### src/rtl/mimasuo_pkg.sv
// mimasuo_pkg: shared state encoding and timer sizing for the combination-lock supervisor.
package mimasuo_pkg;
  typedef enum logic [1:0] {IDLE, ENTRY, OPEN, LOCKOUT} state_t;
  function automatic int timer_w(input int a, input int b, input int c);
    int m;
    m = a > b ? a : b;
    m = m > c ? m : c;
    return $clog2(m + 1);
  endfunction
endpackage

### src/rtl/mimasuo_supervisor_if.sv
// mimasuo_supervisor_if: digit pulses in, lock status out.
interface mimasuo_supervisor_if #(
  parameter int CODE_LEN = 4,
  parameter int MAX_FAIL = 3
);
  logic zero_pulse;
  logic one_pulse;
  logic unlock;
  logic lockout;
  logic alarm;
  logic [$clog2(MAX_FAIL+1)-1:0] fail_cnt;
  logic [$clog2(CODE_LEN+1)-1:0] digit_cnt;
  modport master(output zero_pulse, one_pulse, input unlock, lockout, alarm, fail_cnt, digit_cnt);
  modport slave(input zero_pulse, one_pulse, output unlock, lockout, alarm, fail_cnt, digit_cnt);
endinterface

### src/rtl/mimasuo_timer.sv
// mimasuo_timer: loadable down-counter; expire pulses in the last cycle of a loaded duration.
module mimasuo_timer #(
  parameter int W = 8
) (
  input  logic         clk,
  input  logic         rst,
  input  logic         load,
  input  logic [W-1:0] val,
  output logic         expire
);
  logic [W-1:0] cnt;
  assign expire = cnt == W'(1);
  always_ff @(posedge clk or posedge rst)
    if (rst) cnt <= '0;
    else if (load) cnt <= val;
    else if (cnt != '0) cnt <= cnt - 1'b1;
endmodule

### src/rtl/mimasuo_supervisor.sv
// mimasuo_supervisor: supervised combination-lock sequencer with unlock window, fail count and lockout.
// Define MIMASUO_TIMEOUT_EN to abandon a partial code after TIMEOUT_CYC idle cycles in ENTRY.
module mimasuo_supervisor
  import mimasuo_pkg::*;
#(
  parameter int                  CODE_LEN    = 4,
  parameter logic [CODE_LEN-1:0] CODE        = 4'b1010,
  parameter int                  MAX_FAIL    = 3,
  parameter int                  UNLOCK_CYC  = 50_000_000,
  parameter int                  LOCKOUT_CYC = 500_000_000,
  parameter int                  TIMEOUT_CYC = 250_000_000
) (
  input logic                 clk,
  input logic                 rst,
  mimasuo_supervisor_if.slave bus
);
  localparam int DW = $clog2(CODE_LEN + 1);
  localparam int FW = $clog2(MAX_FAIL + 1);
  localparam int TW = timer_w(UNLOCK_CYC, LOCKOUT_CYC, TIMEOUT_CYC);
`ifdef MIMASUO_TIMEOUT_EN
  localparam bit TO_EN = 1'b1;
`else
  localparam bit TO_EN = 1'b0;
`endif
  state_t state, eff, nxt;
  logic [CODE_LEN-1:0] sr, sr_n, sr_q;
  logic [DW-1:0] cnt_n, dc_n;
  logic [FW-1:0] fb, fail_n, fc_n;
  logic [TW-1:0] load_val;
  logic dv, load, done, ok, expire, alarm_n;
  // An expiring duration is resolved first, so a same-cycle digit is seen from IDLE.
  always_comb begin
    dv = bus.zero_pulse ^ bus.one_pulse;
    eff = expire && (state == OPEN || state == LOCKOUT || (TO_EN && state == ENTRY)) ? IDLE : state;
    fb = state == LOCKOUT && expire ? '0 : bus.fail_cnt;
    sr_n = CODE_LEN'({eff == IDLE ? {CODE_LEN{1'b0}} : sr, bus.one_pulse});
    cnt_n = eff == IDLE ? DW'(1) : bus.digit_cnt + 1'b1;
    load = dv && (eff == IDLE || eff == ENTRY);
    done = load && cnt_n == DW'(CODE_LEN);
    ok = sr_n == CODE;
    fail_n = fb == FW'(MAX_FAIL) ? fb : fb + 1'b1;
    alarm_n = done && !ok && fail_n == FW'(MAX_FAIL);
    load_val = !done ? TW'(TIMEOUT_CYC) : ok ? TW'(UNLOCK_CYC) : TW'(LOCKOUT_CYC);
    nxt = eff == OPEN && bus.one_pulse && !bus.zero_pulse ? IDLE : eff;
    dc_n = eff == ENTRY ? bus.digit_cnt : '0;
    fc_n = fb;
    sr_q = load ? sr_n : sr;
    if (load && !done) begin
      nxt = ENTRY;
      dc_n = cnt_n;
    end
    if (done) begin
      nxt = ok ? OPEN : alarm_n ? LOCKOUT : IDLE;
      dc_n = '0;
      fc_n = ok ? '0 : fail_n;
    end
  end
  always_ff @(posedge clk or posedge rst)
    if (rst) begin
      state <= IDLE;
      sr <= '0;
      bus.digit_cnt <= '0;
      bus.fail_cnt <= '0;
      bus.unlock <= 1'b0;
      bus.lockout <= 1'b0;
      bus.alarm <= 1'b0;
    end else begin
      state <= nxt;
      sr <= sr_q;
      bus.digit_cnt <= dc_n;
      bus.fail_cnt <= fc_n;
      bus.unlock <= nxt == OPEN;
      bus.lockout <= nxt == LOCKOUT;
      bus.alarm <= alarm_n;
    end
  mimasuo_timer #(.W(TW)) u_timer (
    .clk(clk),
    .rst(rst),
    .load(load),
    .val(load_val),
    .expire(expire)
  );
endmodule
### src/flat_wrapper.sv
// flat-port wrapper written by rule: the top's interface ports become plain ports
module mimasuo_supervisor_flat import mimasuo_pkg::*;
#(
  parameter int                  CODE_LEN    = 4,
  parameter logic [CODE_LEN-1:0] CODE        = 4'b1010,
  parameter int                  MAX_FAIL    = 3,
  parameter int                  UNLOCK_CYC  = 50_000_000,
  parameter int                  LOCKOUT_CYC = 500_000_000,
  parameter int                  TIMEOUT_CYC = 250_000_000
)
  (clk, rst, bus_zero_pulse, bus_one_pulse, bus_unlock, bus_lockout, bus_alarm, bus_fail_cnt, bus_digit_cnt);
  mimasuo_supervisor_if #(.CODE_LEN(CODE_LEN), .MAX_FAIL(MAX_FAIL)) bus_i ();
  input logic clk;
  input logic rst;
  input wire logic [$bits(bus_i.zero_pulse)-1:0] bus_zero_pulse;
  input wire logic [$bits(bus_i.one_pulse)-1:0] bus_one_pulse;
  output wire logic [$bits(bus_i.unlock)-1:0] bus_unlock;
  output wire logic [$bits(bus_i.lockout)-1:0] bus_lockout;
  output wire logic [$bits(bus_i.alarm)-1:0] bus_alarm;
  output wire logic [$bits(bus_i.fail_cnt)-1:0] bus_fail_cnt;
  output wire logic [$bits(bus_i.digit_cnt)-1:0] bus_digit_cnt;
  assign bus_i.zero_pulse = bus_zero_pulse;
  assign bus_i.one_pulse = bus_one_pulse;
  assign bus_unlock = bus_i.unlock;
  assign bus_lockout = bus_i.lockout;
  assign bus_alarm = bus_i.alarm;
  assign bus_fail_cnt = bus_i.fail_cnt;
  assign bus_digit_cnt = bus_i.digit_cnt;
  mimasuo_supervisor #(.CODE_LEN(CODE_LEN), .CODE(CODE), .MAX_FAIL(MAX_FAIL), .UNLOCK_CYC(UNLOCK_CYC), .LOCKOUT_CYC(LOCKOUT_CYC), .TIMEOUT_CYC(TIMEOUT_CYC)) u_core (.clk(clk), .rst(rst), .bus(bus_i));
endmodule
### config.mk
export PLATFORM = sky130hd
export DESIGN_NAME = mimasuo_supervisor_flat
export DESIGN_NICKNAME = d
export VERILOG_FILES = /design/src/rtl/mimasuo_pkg.sv /design/src/rtl/mimasuo_supervisor_if.sv /design/src/rtl/mimasuo_timer.sv /design/src/rtl/mimasuo_supervisor.sv /design/src/flat_wrapper.sv
export SDC_FILE = /design/constraint.sdc
export NUM_CORES = 1
export LEC_CHECK = 0
export ABC_AREA = 1
export CAP_MARGIN = 20
export CORE_UTILIZATION = 45
export CTS_CLUSTER_DIAMETER = 150
export DETAILED_ROUTE_END_ITERATION = 10
export DONT_BUFFER_PORTS = 1
export GPL_TIMING_DRIVEN = 0
export HOLD_SLACK_MARGIN = 0.12
export SYNTH_ARGS = -nofsm -noshare
export SYNTH_HDL_FRONTEND = slang
export SYNTH_SLANG_ARGS = --single-unit
### constraint.sdc
create_clock -name clk -period 1.98 [get_ports clk]
set_input_delay 0.396 -clock clk [delete_from_list [all_inputs] [get_ports clk]]
set_output_delay 0.396 -clock clk [all_outputs]
set_load 0.05 [all_outputs]
## Word-level counts from Yosys, hierarchy flattened

Cells that the tools add are included.

| operators by class | value |
|---|---|
| $add $sub $neg | 3 |
| eq/ne operators | 12 |
| multiplexer cells | 19 |
| bitwise operators | 1 |
| reductions and logical operators | 17 |

Operators with widths:

| kind | count |
|---|---|
| two-way mux 29 bit | 4 |
| == test 29 x 1 -> 1 bit, second input constant | 1 |
| nonzero test 29 bit | 1 |
| subtractor 29 x 1 -> 29 bit, second input constant | 1 |
| two-way mux 2 bit | 10 |
| two-way mux 3 bit | 5 |
| == test 2 bit, second input constant | 7 |
| logical AND 1 bit | 9 |
| == test 4 bit, second input constant | 1 |
| adder 3 x 1 -> 3 bit, second input constant | 1 |
| == test 3 bit, second input constant | 1 |
| logical NOT 1 bit | 3 |
| inequality test 3 x 2 -> 1 bit, second input constant | 1 |
| adder 2 x 1 -> 2 bit, second input constant | 1 |
| == test 2 x 1 -> 1 bit, second input constant | 1 |
| logical NOT 2 bit | 1 |
| logical OR 1 bit | 2 |
| nonzero test 2 bit | 1 |
| bitwise XOR 1 bit | 1 |

| storage, ports and cells | value |
|---|---|
| register bits | 42 |
| input port bits | 4 |
| output and inout bits | 8 |
| word-level logic and storage cells | 60 |

## Logic depth before layout (Yosys ltp)

| logic depth | value |
|---|---|
| depth after elaboration | 14 |
| depth in mapped cells | 14 |

## Modules after synthesis

Synthesis repeated with hierarchy kept, for this count alone.

| second synthesis, totals | value |
|---|---|
| cells, all modules | 413 |
| area total of the unflattened synthesis | 2852.7 µm² |

By module, submodules not included:

| module | instances | cells each | area an instance (µm²) | seq. area each (µm²) |
|---|---|---|---|---|
| mimasuo_timer | 1 | 323 | 2138.3 | 725.7 |
| mimasuo_supervisor | 1 | 90 | 714.4 | 325.3 |

## Least setup slack after synthesis

No wires, ideal clock.

| timing path | value |
|---|---|
| path kind | register to register |
| start | register u_core.bus.digit_cnt[1] |
| end | register u_core.u_timer.cnt[7] |
| library setup time | 127 ps |
| data arrival time | 1707 ps |
| slack | 147 ps |
| stages on the path, launching flop included | 8 |
| buffers on the path | 0 |
| clock period less this slack | 1833 ps |
| cell sequence | dfrtp_1 > ha_1 > nor2_1 > nand3_4 > nor2_8 > nand2_4 > nand2_4 > o31ai_1 |

| on the way | value |
|---|---|
| word-level cells in the longest chain between the ends | 6 |

Ends and longest elaborated chain:

| element | RTL line | RTL |
|---|---|---|
| from (decl) | mimasuo_supervisor_if.sv:14 | `modport slave(input zero_pulse, one_pulse, output unlock, lockout, alarm, fail_cnt, digit_cnt);` |
| from (signal assigned) | mimasuo_supervisor.sv:70 | `bus.digit_cnt <= dc_n;` |
| adder 3 x 1 -> 3 bit | mimasuo_supervisor.sv:37 | `cnt_n = eff == IDLE ? DW'(1) : bus.digit_cnt + 1'b1;` |
| two-way mux 3 bit | mimasuo_supervisor.sv:37 |  |
| == test 3 bit | mimasuo_supervisor.sv:39 | `done = load && cnt_n == DW'(CODE_LEN);` |
| logical AND 1 bit | mimasuo_supervisor.sv:39 |  |
| two-way mux 29 bit | mimasuo_supervisor.sv:43 | `load_val = !done ? TW'(TIMEOUT_CYC) : ok ? TW'(UNLOCK_CYC) : TW'(LOCKOUT_CYC);` |
| two-way mux 29 bit | mimasuo_timer.sv:15 | `else if (load) cnt <= val;` |
| to (signal assigned) | mimasuo_timer.sv:15 |  |
| to (signal assigned) | mimasuo_timer.sv:16 | `else if (cnt != '0) cnt <= cnt - 1'b1;` |
| to (decl) | mimasuo_timer.sv:11 | `logic [W-1:0] cnt;` |

No other way between the ends.
A chain may end at the register's enable or synchronous reset.

## Final worst setup path

| timing path | value |
|---|---|
| start | register u_core.u_timer.cnt[10] |
| end | register u_core.bus.lockout |

| on the way | value |
|---|---|
| word-level cells in the longest chain between the ends | 13 |
| elaborated cells on any way between the ends | 32 |

Ends and longest elaborated chain:

| element | RTL line | RTL |
|---|---|---|
| == test 29 x 1 -> 1 bit (*) | mimasuo_timer.sv:12 | `assign expire = cnt == W'(1);` |
| logical AND 1 bit | mimasuo_supervisor.sv:34 | `eff = expire && (state == OPEN \|\| state == LOCKOUT \|\| (TO_EN && state == ENTRY)) ? IDLE : state;` |
| two-way mux 2 bit | mimasuo_supervisor.sv:34 |  |
| logical NOT 2 bit or == test 2 x 1 -> 1 bit (tied branches) | mimasuo_supervisor.sv:36, mimasuo_supervisor.sv:37, mimasuo_supervisor.sv:38 |  |
| two-way mux 3 bit (tied with other cells) | mimasuo_supervisor.sv:36 | `sr_n = CODE_LEN'({eff == IDLE ? {CODE_LEN{1'b0}} : sr, bus.one_pulse});` |
| == test 4 bit (tied with other cells) | mimasuo_supervisor.sv:40 | `ok = sr_n == CODE;` |
| logical NOT 1 bit or logical AND 1 bit (tied branches) | mimasuo_supervisor.sv:42, mimasuo_supervisor.sv:39 |  |
| logical AND 1 bit (2 in series) | mimasuo_supervisor.sv:42 | `alarm_n = done && !ok && fail_n == FW'(MAX_FAIL);` |
| two-way mux 2 bit (2 in series) | mimasuo_supervisor.sv:53 | `nxt = ok ? OPEN : alarm_n ? LOCKOUT : IDLE;` |
| two-way mux 2 bit (*) | mimasuo_supervisor.sv:52 | `if (done) begin` |
| via u_core.nxt[0] | mimasuo_supervisor.sv:25 | `state_t state, eff, nxt;` |
| == test 2 bit (*) | mimasuo_supervisor.sv:73 | `bus.lockout <= nxt == LOCKOUT;` |
| to (signal assigned) | mimasuo_supervisor.sv:65 | `bus.lockout <= 1'b0;` |
| to (signal assigned) | mimasuo_supervisor.sv:73 |  |
| to (decl) | mimasuo_supervisor_if.sv:14 |  |

Mark *: on every way through the listed nets, which the timed path passes. The rest lies on a longest branch.

==> results.tsv <==
stage	metric	value	unit
status	run status	finished clean	
floorplanning	number of rows in the core area	27	
clock_tree	Max Buffers Root-to-Sink	2	
setup_path	worst path arrival time	2150	ps
sta	Rel. slew slack	64.6	%
sta	Final setup viols	0	
sta	Final Skew	9.18	ps
detailed_routing	DRC marker count from the first detailed-route iteration	139	
detailed_routing	Routed wire per std cell	14.3	um
clock_tree	clock sink count	42	
floorplanning	chip height	77.8	um
cells_and_area	fraction of final layout cells with drive strength greater than 1	29.2	%
clock_tree	clk root buf	sky130_fd_sc_hd__clkbuf_8	
global_route	maximum number of pins on one net before global-route repair	25	
clock_tree	clock-pin slew reported for the worst setup and hold paths after clock tree synthesis	80	ps
logic_synthesis	count of different cell masters after synthesis	34	
power	portion of total power attributed to sequential cells	46.2	%
cells_and_area	Nets	364	
cells_and_area	total area of sequential cells	1060	um^2
detailed_routing	DRC errors left	0	
cells_and_area	filler cell count in the final layout	538	
sta	final max-slew violation count	0	
global_route	first-pass GRT wire length	10000	um
sta	setup TNS	0	ps
logic_synthesis	Async S/R FF share, synth	100	%
setup_path	worst setup path category	reg2reg	
sta	post-layout min period	1910	ps
power	cell leakage power	0.00144	uW
floorplanning	Core ar.	5540	um^2
clock_tree	latest clock arrival within the worst-skew pair	300	ps
setup_path	CP max stage delay	420	ps
power	Switching Share	37.8	%
cells_and_area	area added between synthesis and finish	17.1	%
logic_synthesis	Cell Area, Synth	2590	um^2
logic_synthesis	Synth Warn #	0	
floorplanning	die span in x	77.8	um
cells_and_area	core utilization of the finished layout	54.7	%
sta	peak clock frequency supported by timing	524	MHz
clock_tree	clock tree from TritonCTS	done	
global_route	vias in the first global route	2068	
logic_synthesis	post-synthesis register bit count	42	
sta	post-route worst setup slack	73.4	ps
logic_synthesis	net count of the mapped netlist	337	
job	max cap viols	0	
power	Clock Power Share	21.9	%
sta	number of hold violations in the final report	0	
logic_synthesis	EDFF count, synth	0	
global_route	number of antenna violations at the first check in global routing	0	
setup_path	worst-path cell chain	nor2_2, nand2_4, inv_2, nand2_2, nor2_4, nand2_2, nand2_4, nand3_4, nor2_8, buf_6, nand3_4, nand2_4, inv_2, nor2_2	
placement	post-detailed-placement half-perimeter wirelength	4340	um
power	PnR Total Power	2470	uW
detailed_routing	detailed-routing iteration count for the pre-antenna-repair pass	5	
worst_hold_path	path type of the worst min-delay path	in2reg	
cells_and_area	antenna diode count	0	
logic_synthesis	number of standard cells after synthesis	329	
setup_path	most frequent cell on the critical path	sky130_fd_sc_hd__nand2_4	
setup_path	startpoint type of the worst setup path	flip-flop	
power	share of power burned in combinational logic	31.9	%
cells_and_area	total area of multi-input combinational cells	1410	um^2
placement	Port-buffer cells	0	
logic_synthesis	fraction of the yosys area taken by sequential cells	40.6	%
cells_and_area	number of standard cells in the layout, taps in and fillers out	428	
setup_path	CP Capture Type	flip-flop	
placement	routability congestion estimate	0.827	
placement	cell count after placement	402	
sta	RSZ-0062 raised after global routing	true	
global_route	Tot GR Track Use	21.7	%
logic_synthesis	average cell area after synthesis	7.86	um^2
placement	post-placement setup slack	-107	ps
detailed_routing	Avg Vias per Cell	5.12	
sta	share of the clock period used by the worst path	96.3	%
detailed_routing	antenna-violating nets left	0	
power	ratio of total power to cell area	815	nW/um^2
power	internal power contribution	1540	uW
setup_path	Max stage delay cell, worst path	sky130_fd_sc_hd__dfrtp_1	
clock_tree	deepest level of the CTS H-tree	2	
power	switching pwr	935	uW
setup_path	data required time of the critical path	2220	ps
setup_path	Max FO, Critical Path	7	
floorplanning	Die ar.	6060	um^2
floorplanning	IO Count	12	
clock_tree	cts bufs inserted	5	
sta	transition at the pin with the smallest max-transition slack	526	ps
detailed_routing	total vias in the final route	2192	
power	worst ir drop on vdd	634	uV
global_route	global route overflow	0	
floorplanning	effective utilization at floorplan	46.7	%
logic_synthesis	top_reg_cell synth	sky130_fd_sc_hd__dfrtp_1	
detailed_routing	Total Wirelength	6130	um
Yosys cell counts, drive strengths merged (3+ instances only):
cell / instances / area [um^2]
xor2: 10 / 87.6
nand4: 7 / 58.8
nand3: 32 / 203
dfrtp: 42 / 1050
a21oi: 17 / 92.6
xnor2: 4 / 35.0
buf: 4 / 22.5
nor3: 11 / 55.1
o21ai: 13 / 65.1
inv: 54 / 203
nor2: 46 / 239
o211ai: 3 / 22.5
ha: 4 / 50.1
nand2: 70 / 320
cells by family after synthesis:
| logic type | after synthesis | synth area share, % |
|---|---|---|
| AOI/OAI and AO/OA | 40 | 8.85 |
| xor gates and xnor gates | 14 | 4.74 |
| adders and majority gates | 4 | 1.93 |
| buffers and inverters | 58 | 8.70 |
| DFF | 42 | 40.6 |
| and+or+nand+nor | 171 | 35.2 |
layer usage:
layer / track usage, % / part of all wire [%]
met1: 29.2 / 49
met2: 34.1 / 46
met3: 4.59 / 3.4
met4: 8.30 / 1.4
met5: 0 / 0
worst paths after layout:
path,start,endpoint,slack (ps),cells past startpoint
hold reg to reg,u_core.sr[1]$_DFFE_PP0P_,u_core.sr[1]$_DFFE_PP0P_,540,2
max in group asynchronous,rst,u_core.u_timer.cnt[9]$_DFFE_PP0P_,950,3
hold / removal,bus_one_pulse,u_core.sr[0]$_DFFE_PP0P_,280,2
setup / recovery,u_core.u_timer.cnt[10]$_DFFE_PP0P_,u_core.bus.lockout$_DFF_PP0_,70,14
min in group asynchronous,rst,u_core.state[1]$_DFF_PP0_,540,2
setup reg to reg,u_core.u_timer.cnt[10]$_DFFE_PP0P_,u_core.bus.lockout$_DFF_PP0_,70,14
registers in the layout (all words and copies together) (netlist names):
| register | flops |
|---|---|
| u_core.sr | 3 |
| u_core.bus.unlock | 1 |
| u_core.bus.fail_cnt | 2 |
| u_core.bus.digit_cnt | 3 |
| u_core.state | 2 |
| u_core.u_timer.cnt | 29 |
| u_core.bus.lockout | 1 |
| u_core.bus.alarm | 1 |
power groups by stage:
| stage | logic [uW] | registers [uW] | clock network, uW |
|---|---|---|---|
| after global placement | 650 | 1140 | 0 |
| after detailed placement | 668 | 1150 | 0 |
| after floorplan | 554 | 1120 | 0 |
| after global routing | 885 | 1150 | 587 |
| final | 789 | 1140 | 541 |
| after CTS | 678 | 1130 | 552 |
critical path, delay by kind of cell (launching register included):
family / cells / cell delay [ps]
buffers and inverters: 3 / 220
and+or+nand+nor: 11 / 1210
DFF: 1 / 420
cell type report:
type | instances | area share [%]
clock inverter | 2 | 0.330
tap | 72 | 2.97
inverter | 54 | 6.69
sequential | 42 | 34.9
multi-input combinational | 229 | 46.4
clock buffer | 5 | 2.27
buffer | 4 | 0.743
timing repair buffer | 20 | 5.70
per-stage QoR:
step / hold slack, ps / area (um^2)
2_1_floorplan: 470 / 2590
3_3_place_gp: 496 / 2680
3_5_place_dp: 302 / 2700
4_1_cts: 273 / 2810
5_1_grt: 282 / 3030
6_report: 278 / 3030
cell usage in the layout, fill, tap and decap left out, types with 5 or more instances in the layout:
cell type	instances
sky130_fd_sc_hd__nand2_1	52
sky130_fd_sc_hd__dfrtp_1	37
sky130_fd_sc_hd__inv_1	36
sky130_fd_sc_hd__nand3_1	27
sky130_fd_sc_hd__nor2_1	24
sky130_fd_sc_hd__inv_2	18
sky130_fd_sc_hd__buf_4	17
sky130_fd_sc_hd__a21oi_1	15
sky130_fd_sc_hd__nor2_2	13
sky130_fd_sc_hd__nand2_2	12
sky130_fd_sc_hd__nor3_1	11
sky130_fd_sc_hd__o21ai_0	11
sky130_fd_sc_hd__xor2_1	10
sky130_fd_sc_hd__nor2_4	8
sky130_fd_sc_hd__nand4_1	6
sky130_fd_sc_hd__clkbuf_8	5
sky130_fd_sc_hd__dfrtp_2	5
repair_timing:
item                       4_1_cts  5_1_grt
hold endpoints to repair        18        0
setup endpoints to repair       20       27
resized for setup                3       31
hold buffers                     1        0
pin swaps                        1       14
setup buffers                    2       16
Power figures use the tool's default switching activity.
